$ cat config.mk
export PLATFORM = sky130hd
export DESIGN_NAME = mult_pattern_arbiter_flat
export DESIGN_NICKNAME = d
export VERILOG_FILES = /design/src/rtl/mult_pattern_arbiter_if.sv /design/src/rtl/mult_pattern_arbiter.sv /design/src/flat_wrapper.sv
export SDC_FILE = /design/constraint.sdc
export NUM_CORES = 1
export LEC_CHECK = 0
export CAP_MARGIN = 20
export CORE_AREA = 2 2 117 108
export DETAILED_ROUTE_END_ITERATION = 8
export DIE_AREA = 0 0 119 110
export PLACE_DENSITY = 0.84
export SETUP_SLACK_MARGIN = 0.3
export SLEW_MARGIN = 0
export SYNTH_ARGS = -nofsm -noshare
export SYNTH_HDL_FRONTEND = slang
export SYNTH_SLANG_ARGS = --single-unit
export TNS_END_PERCENT = 1
$ cat constraint.sdc
create_clock -name clk -period 6.2 [get_ports clk]
set_clock_uncertainty 0.1 [all_clocks]
set_input_delay 0.62 -clock clk [delete_from_list [all_inputs] [get_ports clk]]
set_output_delay 0.62 -clock clk [all_outputs]
set_load 0.05 [all_outputs]
$ cat src/rtl/mult_pattern_arbiter_if.sv
// Request/response/config bundle for the shared multiply-and-pattern-detect pipeline.
// slave = the arbiter side, master = the requesters/consumer side.
interface mult_pattern_arbiter_if #(
    parameter int DW   = 8,
    parameter int NREQ = 4,
    parameter int IDW  = 2
);
    logic [NREQ-1:0]    req_valid;
    logic [NREQ-1:0]    req_ready;
    logic [NREQ*DW-1:0] req_a;
    logic [NREQ*DW-1:0] req_b;
    logic               resp_valid;
    logic               resp_ready;
    logic [IDW-1:0]     resp_id;
    logic [2*DW-1:0]    resp_product;
    logic               resp_match;
    logic               cfg_we;
    logic [2*DW-1:0]    cfg_pattern;
    logic [15:0]        match_cnt;
    logic               cnt_clr;

    modport slave (
        input  req_valid, req_a, req_b, resp_ready, cfg_we, cfg_pattern, cnt_clr,
        output req_ready, resp_valid, resp_id, resp_product, resp_match, match_cnt
    );

    modport master (
        output req_valid, req_a, req_b, resp_ready, cfg_we, cfg_pattern, cnt_clr,
        input  req_ready, resp_valid, resp_id, resp_product, resp_match, match_cnt
    );
endinterface

$ cat src/rtl/mult_pattern_arbiter.sv
// Round-robin arbiter feeding a 2-stage multiply + pattern-compare pipeline,
// with a writable pattern register and a saturating match counter.
module mult_pattern_arbiter #(
    parameter int              DW      = 8,
    parameter int              NREQ    = 4,
    parameter int              IDW     = 2,
    parameter logic [2*DW-1:0] PATTERN = 18
) (
    input  logic                   clk,
    input  logic                   rst_n,
    mult_pattern_arbiter_if.slave  bus
);
    logic            r_s1_valid;
    logic [DW-1:0]   r_s1_a;
    logic [DW-1:0]   r_s1_b;
    logic [IDW-1:0]  r_s1_id;
    logic            r_out_valid;
    logic [IDW-1:0]  r_out_id;
    logic [2*DW-1:0] r_out_product;
    logic            r_out_match;
    logic [2*DW-1:0] r_pattern;
    logic [15:0]     r_match_cnt;
    logic [IDW-1:0]  r_rr_ptr;

    logic            w_stall;
    logic            w_found;
    logic            w_transfer;
    logic            w_accept;
    logic [IDW-1:0]  w_win_id;
    logic [IDW:0]    w_win_inc;
    logic [IDW-1:0]  w_next_ptr;
    logic [NREQ-1:0] w_grant;
    logic [2*DW-1:0] w_product;
    logic [IDW:0]    w_sum  [NREQ];
    logic [IDW-1:0]  w_cand [NREQ];

    assign w_stall  = r_out_valid & ~bus.resp_ready;
    assign w_accept = r_out_valid & bus.resp_ready;

    // w_cand[gi] is the requester examined gi-th when searching from r_rr_ptr
    for (genvar gi = 0; gi < NREQ; gi++) begin : g_cand
        assign w_sum[gi]  = {1'b0, r_rr_ptr} + (IDW+1)'(gi);
        assign w_cand[gi] = (w_sum[gi] >= (IDW+1)'(NREQ)) ? IDW'(w_sum[gi] - (IDW+1)'(NREQ))
                                                          : w_sum[gi][IDW-1:0];
    end

    always_comb begin
        w_found  = 1'b0;
        w_win_id = '0;
        for (int k = 0; k < NREQ; k++) begin
            if (!w_found && bus.req_valid[w_cand[k]]) begin
                w_found  = 1'b1;
                w_win_id = w_cand[k];
            end
        end
    end

    assign w_transfer = w_found & ~w_stall;
    assign w_win_inc  = {1'b0, w_win_id} + 1'b1;
    assign w_next_ptr = (w_win_inc == (IDW+1)'(NREQ)) ? '0 : w_win_inc[IDW-1:0];

    always_comb begin
        w_grant = '0;
        if (w_transfer) w_grant[w_win_id] = 1'b1;
    end

    assign w_product = (2*DW)'(r_s1_a) * (2*DW)'(r_s1_b);

    always_ff @(posedge clk or negedge rst_n) begin
        if (!rst_n) begin
            r_s1_valid    <= 1'b0;
            r_s1_a        <= '0;
            r_s1_b        <= '0;
            r_s1_id       <= '0;
            r_out_valid   <= 1'b0;
            r_out_id      <= '0;
            r_out_product <= '0;
            r_out_match   <= 1'b0;
            r_rr_ptr      <= '0;
        end else if (!w_stall) begin
            r_s1_valid <= w_transfer;
            if (w_transfer) begin
                r_s1_a   <= bus.req_a[w_win_id*DW +: DW];
                r_s1_b   <= bus.req_b[w_win_id*DW +: DW];
                r_s1_id  <= w_win_id;
                r_rr_ptr <= w_next_ptr;
            end
            // Compare uses the pattern as it stands before any write at this edge
            r_out_valid   <= r_s1_valid;
            r_out_id      <= r_s1_id;
            r_out_product <= w_product;
            r_out_match   <= (w_product == r_pattern);
        end
    end

    always_ff @(posedge clk or negedge rst_n) begin
        if (!rst_n) begin
            r_pattern <= PATTERN;
        end else if (bus.cfg_we) begin
            r_pattern <= bus.cfg_pattern;
        end
    end

    always_ff @(posedge clk or negedge rst_n) begin
        if (!rst_n) begin
            r_match_cnt <= '0;
        end else if (bus.cnt_clr) begin
            r_match_cnt <= '0;
        end else if (w_accept && r_out_match && (r_match_cnt != 16'hFFFF)) begin
            r_match_cnt <= r_match_cnt + 16'd1;
        end
    end

    assign bus.req_ready    = w_grant;
    assign bus.resp_valid   = r_out_valid;
    assign bus.resp_id      = r_out_id;
    assign bus.resp_product = r_out_product;
    assign bus.resp_match   = r_out_match;
    assign bus.match_cnt    = r_match_cnt;
endmodule

$ cat src/flat_wrapper.sv
// flat-port wrapper written by rule: the top's interface ports become plain ports
module mult_pattern_arbiter_flat 
#(
    parameter int              DW      = 8,
    parameter int              NREQ    = 4,
    parameter int              IDW     = 2,
    parameter logic [2*DW-1:0] PATTERN = 18
)
  (clk, rst_n, bus_req_valid, bus_req_a, bus_req_b, bus_resp_ready, bus_cfg_we, bus_cfg_pattern, bus_cnt_clr, bus_req_ready, bus_resp_valid, bus_resp_id, bus_resp_product, bus_resp_match, bus_match_cnt);
  mult_pattern_arbiter_if #(.DW(DW), .NREQ(NREQ), .IDW(IDW)) bus_i ();
  input  logic clk;
  input  logic rst_n;
  input wire logic [$bits(bus_i.req_valid)-1:0] bus_req_valid;
  input wire logic [$bits(bus_i.req_a)-1:0] bus_req_a;
  input wire logic [$bits(bus_i.req_b)-1:0] bus_req_b;
  input wire logic [$bits(bus_i.resp_ready)-1:0] bus_resp_ready;
  input wire logic [$bits(bus_i.cfg_we)-1:0] bus_cfg_we;
  input wire logic [$bits(bus_i.cfg_pattern)-1:0] bus_cfg_pattern;
  input wire logic [$bits(bus_i.cnt_clr)-1:0] bus_cnt_clr;
  output wire logic [$bits(bus_i.req_ready)-1:0] bus_req_ready;
  output wire logic [$bits(bus_i.resp_valid)-1:0] bus_resp_valid;
  output wire logic [$bits(bus_i.resp_id)-1:0] bus_resp_id;
  output wire logic [$bits(bus_i.resp_product)-1:0] bus_resp_product;
  output wire logic [$bits(bus_i.resp_match)-1:0] bus_resp_match;
  output wire logic [$bits(bus_i.match_cnt)-1:0] bus_match_cnt;
  assign bus_i.req_valid = bus_req_valid;
  assign bus_i.req_a = bus_req_a;
  assign bus_i.req_b = bus_req_b;
  assign bus_i.resp_ready = bus_resp_ready;
  assign bus_i.cfg_we = bus_cfg_we;
  assign bus_i.cfg_pattern = bus_cfg_pattern;
  assign bus_i.cnt_clr = bus_cnt_clr;
  assign bus_req_ready = bus_i.req_ready;
  assign bus_resp_valid = bus_i.resp_valid;
  assign bus_resp_id = bus_i.resp_id;
  assign bus_resp_product = bus_i.resp_product;
  assign bus_resp_match = bus_i.resp_match;
  assign bus_match_cnt = bus_i.match_cnt;
  mult_pattern_arbiter #(.DW(DW), .NREQ(NREQ), .IDW(IDW), .PATTERN(PATTERN)) u_core (.clk(clk), .rst_n(rst_n), .bus(bus_i));
endmodule
==> results of run 1 <==
-- metrics by stage --
| step | cell area (um^2) | instances | utilization |
|---|---|---|---|
| after floorplan | 6160 | 666 | - |
| after global placement | 7540 | 928 | 0.637 |
| after detailed placement | 7540 | 928 | 0.637 |
| after CTS | 7860 | 944 | 0.664 |
| after global routing | 7880 | 945 | 0.666 |
| final | 7880 | 945 | 0.666 |
-- worst max-delay path by stage --
stage                                              to                    startpoint
finish              u_core.bus.resp_match$_DFFE_PN0N_  u_core.r_s1_b[7]$_DFFE_PN0P_
global route        u_core.bus.resp_match$_DFFE_PN0N_  u_core.r_s1_a[2]$_DFFE_PN0P_
CTS                 u_core.bus.resp_match$_DFFE_PN0N_  u_core.r_s1_a[2]$_DFFE_PN0P_
detailed placement  u_core.bus.resp_match$_DFFE_PN0N_  u_core.r_s1_a[1]$_DFFE_PN0P_
global placement    u_core.bus.resp_match$_DFFE_PN0N_  u_core.r_s1_a[3]$_DFFE_PN0P_
floorplan           u_core.bus.resp_match$_DFFE_PN0N_  u_core.r_s1_a[1]$_DFFE_PN0P_
-- metal layers --
metal  up-vias  track usage  routed length (um)
met3        33       0.0458                 629
met1      2447        0.273                5980
met2       154        0.404                7420
met5         -            0                   0
met4         0       0.0782                 273
li1       2441            -                   -
-- worst max-delay path, cell delays in order, from the launching register on --
cell      delay [ns]
dfrtp_1         0.49
nand2_1         0.13
fa_1            0.52
fa_1            0.56
inv_1           0.06
fa_1            0.52
inv_1           0.05
fa_1            0.52
inv_1           0.04
ha_1            0.41
a21o_4          0.29
a221oi_1        0.49
and2_1          0.25
o21ai_1         0.13
o41ai_2         0.37
xnor2_1         0.15
o31ai_2         0.24
-- logic make-up after synthesis --
family,count (synthesis),share of synthesized area
AO/OA/AOI/OAI,102,0.106
AND/OR/NAND/NOR,235,0.190
XOR/XNOR,42,0.0620
buffers and inverters,86,0.0549
multiplexers,51,0.0894
adder cells (fa/ha/maj),77,0.200
flip-flops,73,0.297
-- final cells by class --
cell class	count	area, um^2	area share
sequential	73	1830	0.232
clock inverter	7	95.1	0.0121
timing repair buffer	131	1310	0.166
multi-input combinational	507	4000	0.508
tap	160	200	0.0254
inverter	58	218	0.0276
clock buffer	9	225	0.0286
-- registers in the layout, summed over array words and instances, names as in the netlist, named ones only --
name	flops
u_core.r_s1_b	8
u_core.r_rr_ptr	1
u_core.bus.resp_id	2
u_core.bus.resp_valid	1
u_core.r_s1_a	8
u_core.r_pattern	16
u_core.r_s1_id	2
u_core.bus.match_cnt	16
u_core.bus.resp_product	16
u_core.r_s1_valid	1
u_core.bus.resp_match	1
-- synthesized netlist by cell type (all sizes together), types with 9 or more instances --
cell type and n:
mux2 32, ha 41, nor2 39, dfrtp 71
xnor2 19, o21ai 48, clkbuf 19, nand3 9
xor2 22, mux2i 19, nand2 87, and2 59
inv 58, buf 9, a21oi 19, fa 36
==> results.txt, run 1 <==
Outcome - complete, no violations
Mapped Area - 6160 um^2
H-tree levels - 3
Crit path capture type - flip-flop
Wire length per cell - 15.1 um
Post-synth top flop - dfrtp_1
Later-pin clock latency in the skew report - 0.34 ns
# rows - 38
Post-CTS Setup Inserts - 0
Post-DP HPWL - 11,000 um
RSZ-0062 raised after global routing - false
Setup violations, final - 0
Clk buf depth - 2
Max FO, Critical Path - 9
DRC - 0
Fill count - 931
Antenna cells - 0
Chip Height - 110 um
Worst Path Arrival - 5.58 ns
Setup tns final - 0 ns
Final WS setup - 0.778 ns
Syn Inst Count - 666
Reg2Reg Depth - 16
Port bufs - 128
Initial antenna violation count - 0
CTS tree - done
Post-synth top area share - 0.289
Nets - 946
GP Congestion - 0.953
Die area - 13,100 um^2
Most common cell after layout, fill and taps aside - clkdlybuf4s50_1
Vias post-DR - 5,075
Fmax - 0.184 GHz
Flops & latches, synth - 73
Final hold violation count - 0
First-pass GRT wire length - 23,800 um
Layout cells sized above 1 - 0.0879
# resized after CTS - 0
Pins over their slew limit - 0
CTS Buf Count - 9
Synth cell types - 64
Largest net degree at the start of global routing - 74
Worst Setup Start Kind - flip-flop
Vias/cell - 5.37
Grt ovf - 0
Clk pin slew, worst setup/hold paths - 0.06 ns
Async S/R FF share, synth - 1.00
CTS root buf - clkbuf_16
Worst Tran Pin Value - 0.940 ns
Core box area - 11,800 um^2
Post-DRT Antenna Nets - 0
Final wirelength - 14,300 um
Register-to-register setup slack - 0.78 ns
Worst slew margin - 0.373
Number of synthesized flops with an enable pin - 0
Most frequent cells in the layout - clkdlybuf4s50_1 (127), nand2_1 (87), dfrtp_1 (71)
Setup CP Type - flip-flop to flip-flop
Synth Net Count - 832
Area grow syn2layout - 28.0%
Initial DRC Count - 211
Tot GR Track Use - 0.225
Largest cells by area after synthesis - dfrtp_1 (29%), fa_1 (12%), ha_1 (8.3%), and2_1 (5.9%), mux2_2 (5.9%)
Reg-to-reg endpoint - u_core.bus.resp_match$_DFFE_PN0N_
# hold bufs at CTS - 0
Max-cap violations - 0
Sequential-to-total area share from yosys stat - 0.297
Vias in the first global route - 5,189
Mapped Avg Cell Area - 9.24 um^2
I/O Pins - 129
Horiz. Die Dim - 119 um
R2r startpoint - u_core.r_s1_b[7]$_DFFE_PN0P_
Post-layout min period - 5.42 ns
First drt pass iteration count - 4
CTS sink cnt - 73
Crit share post-route - 0.874
WP data required - 6.35 ns
Worst min-delay path class - primary input to async pin
Dpl ws - 0.881 ns
Largest area contributor in the netlist - dfrtp_1
Initial Util - 0.520
Hold_ws - 0.297 ns
Warnings from Yosys - 0
Power of run 1 is not shown: default switching activity piles up to over one toggle a cycle in this logic, so the estimate is an artifact.
==> inputs of run 2 (changes only) <==
--- a/config.mk
+++ b/config.mk
@@ -9,6 +9,7 @@
 export CORE_AREA = 2 2 117 108
 export DETAILED_ROUTE_END_ITERATION = 8
 export DIE_AREA = 0 0 119 110
+export HOLD_SLACK_MARGIN = 0.02
 export PLACE_DENSITY = 0.84
 export SETUP_SLACK_MARGIN = 0.3
 export SLEW_MARGIN = 0
==> results of run 2 <==
The final DEF is identical to that of run 1; final timing and power are the same.
Power of run 2 is left out for the same reason.
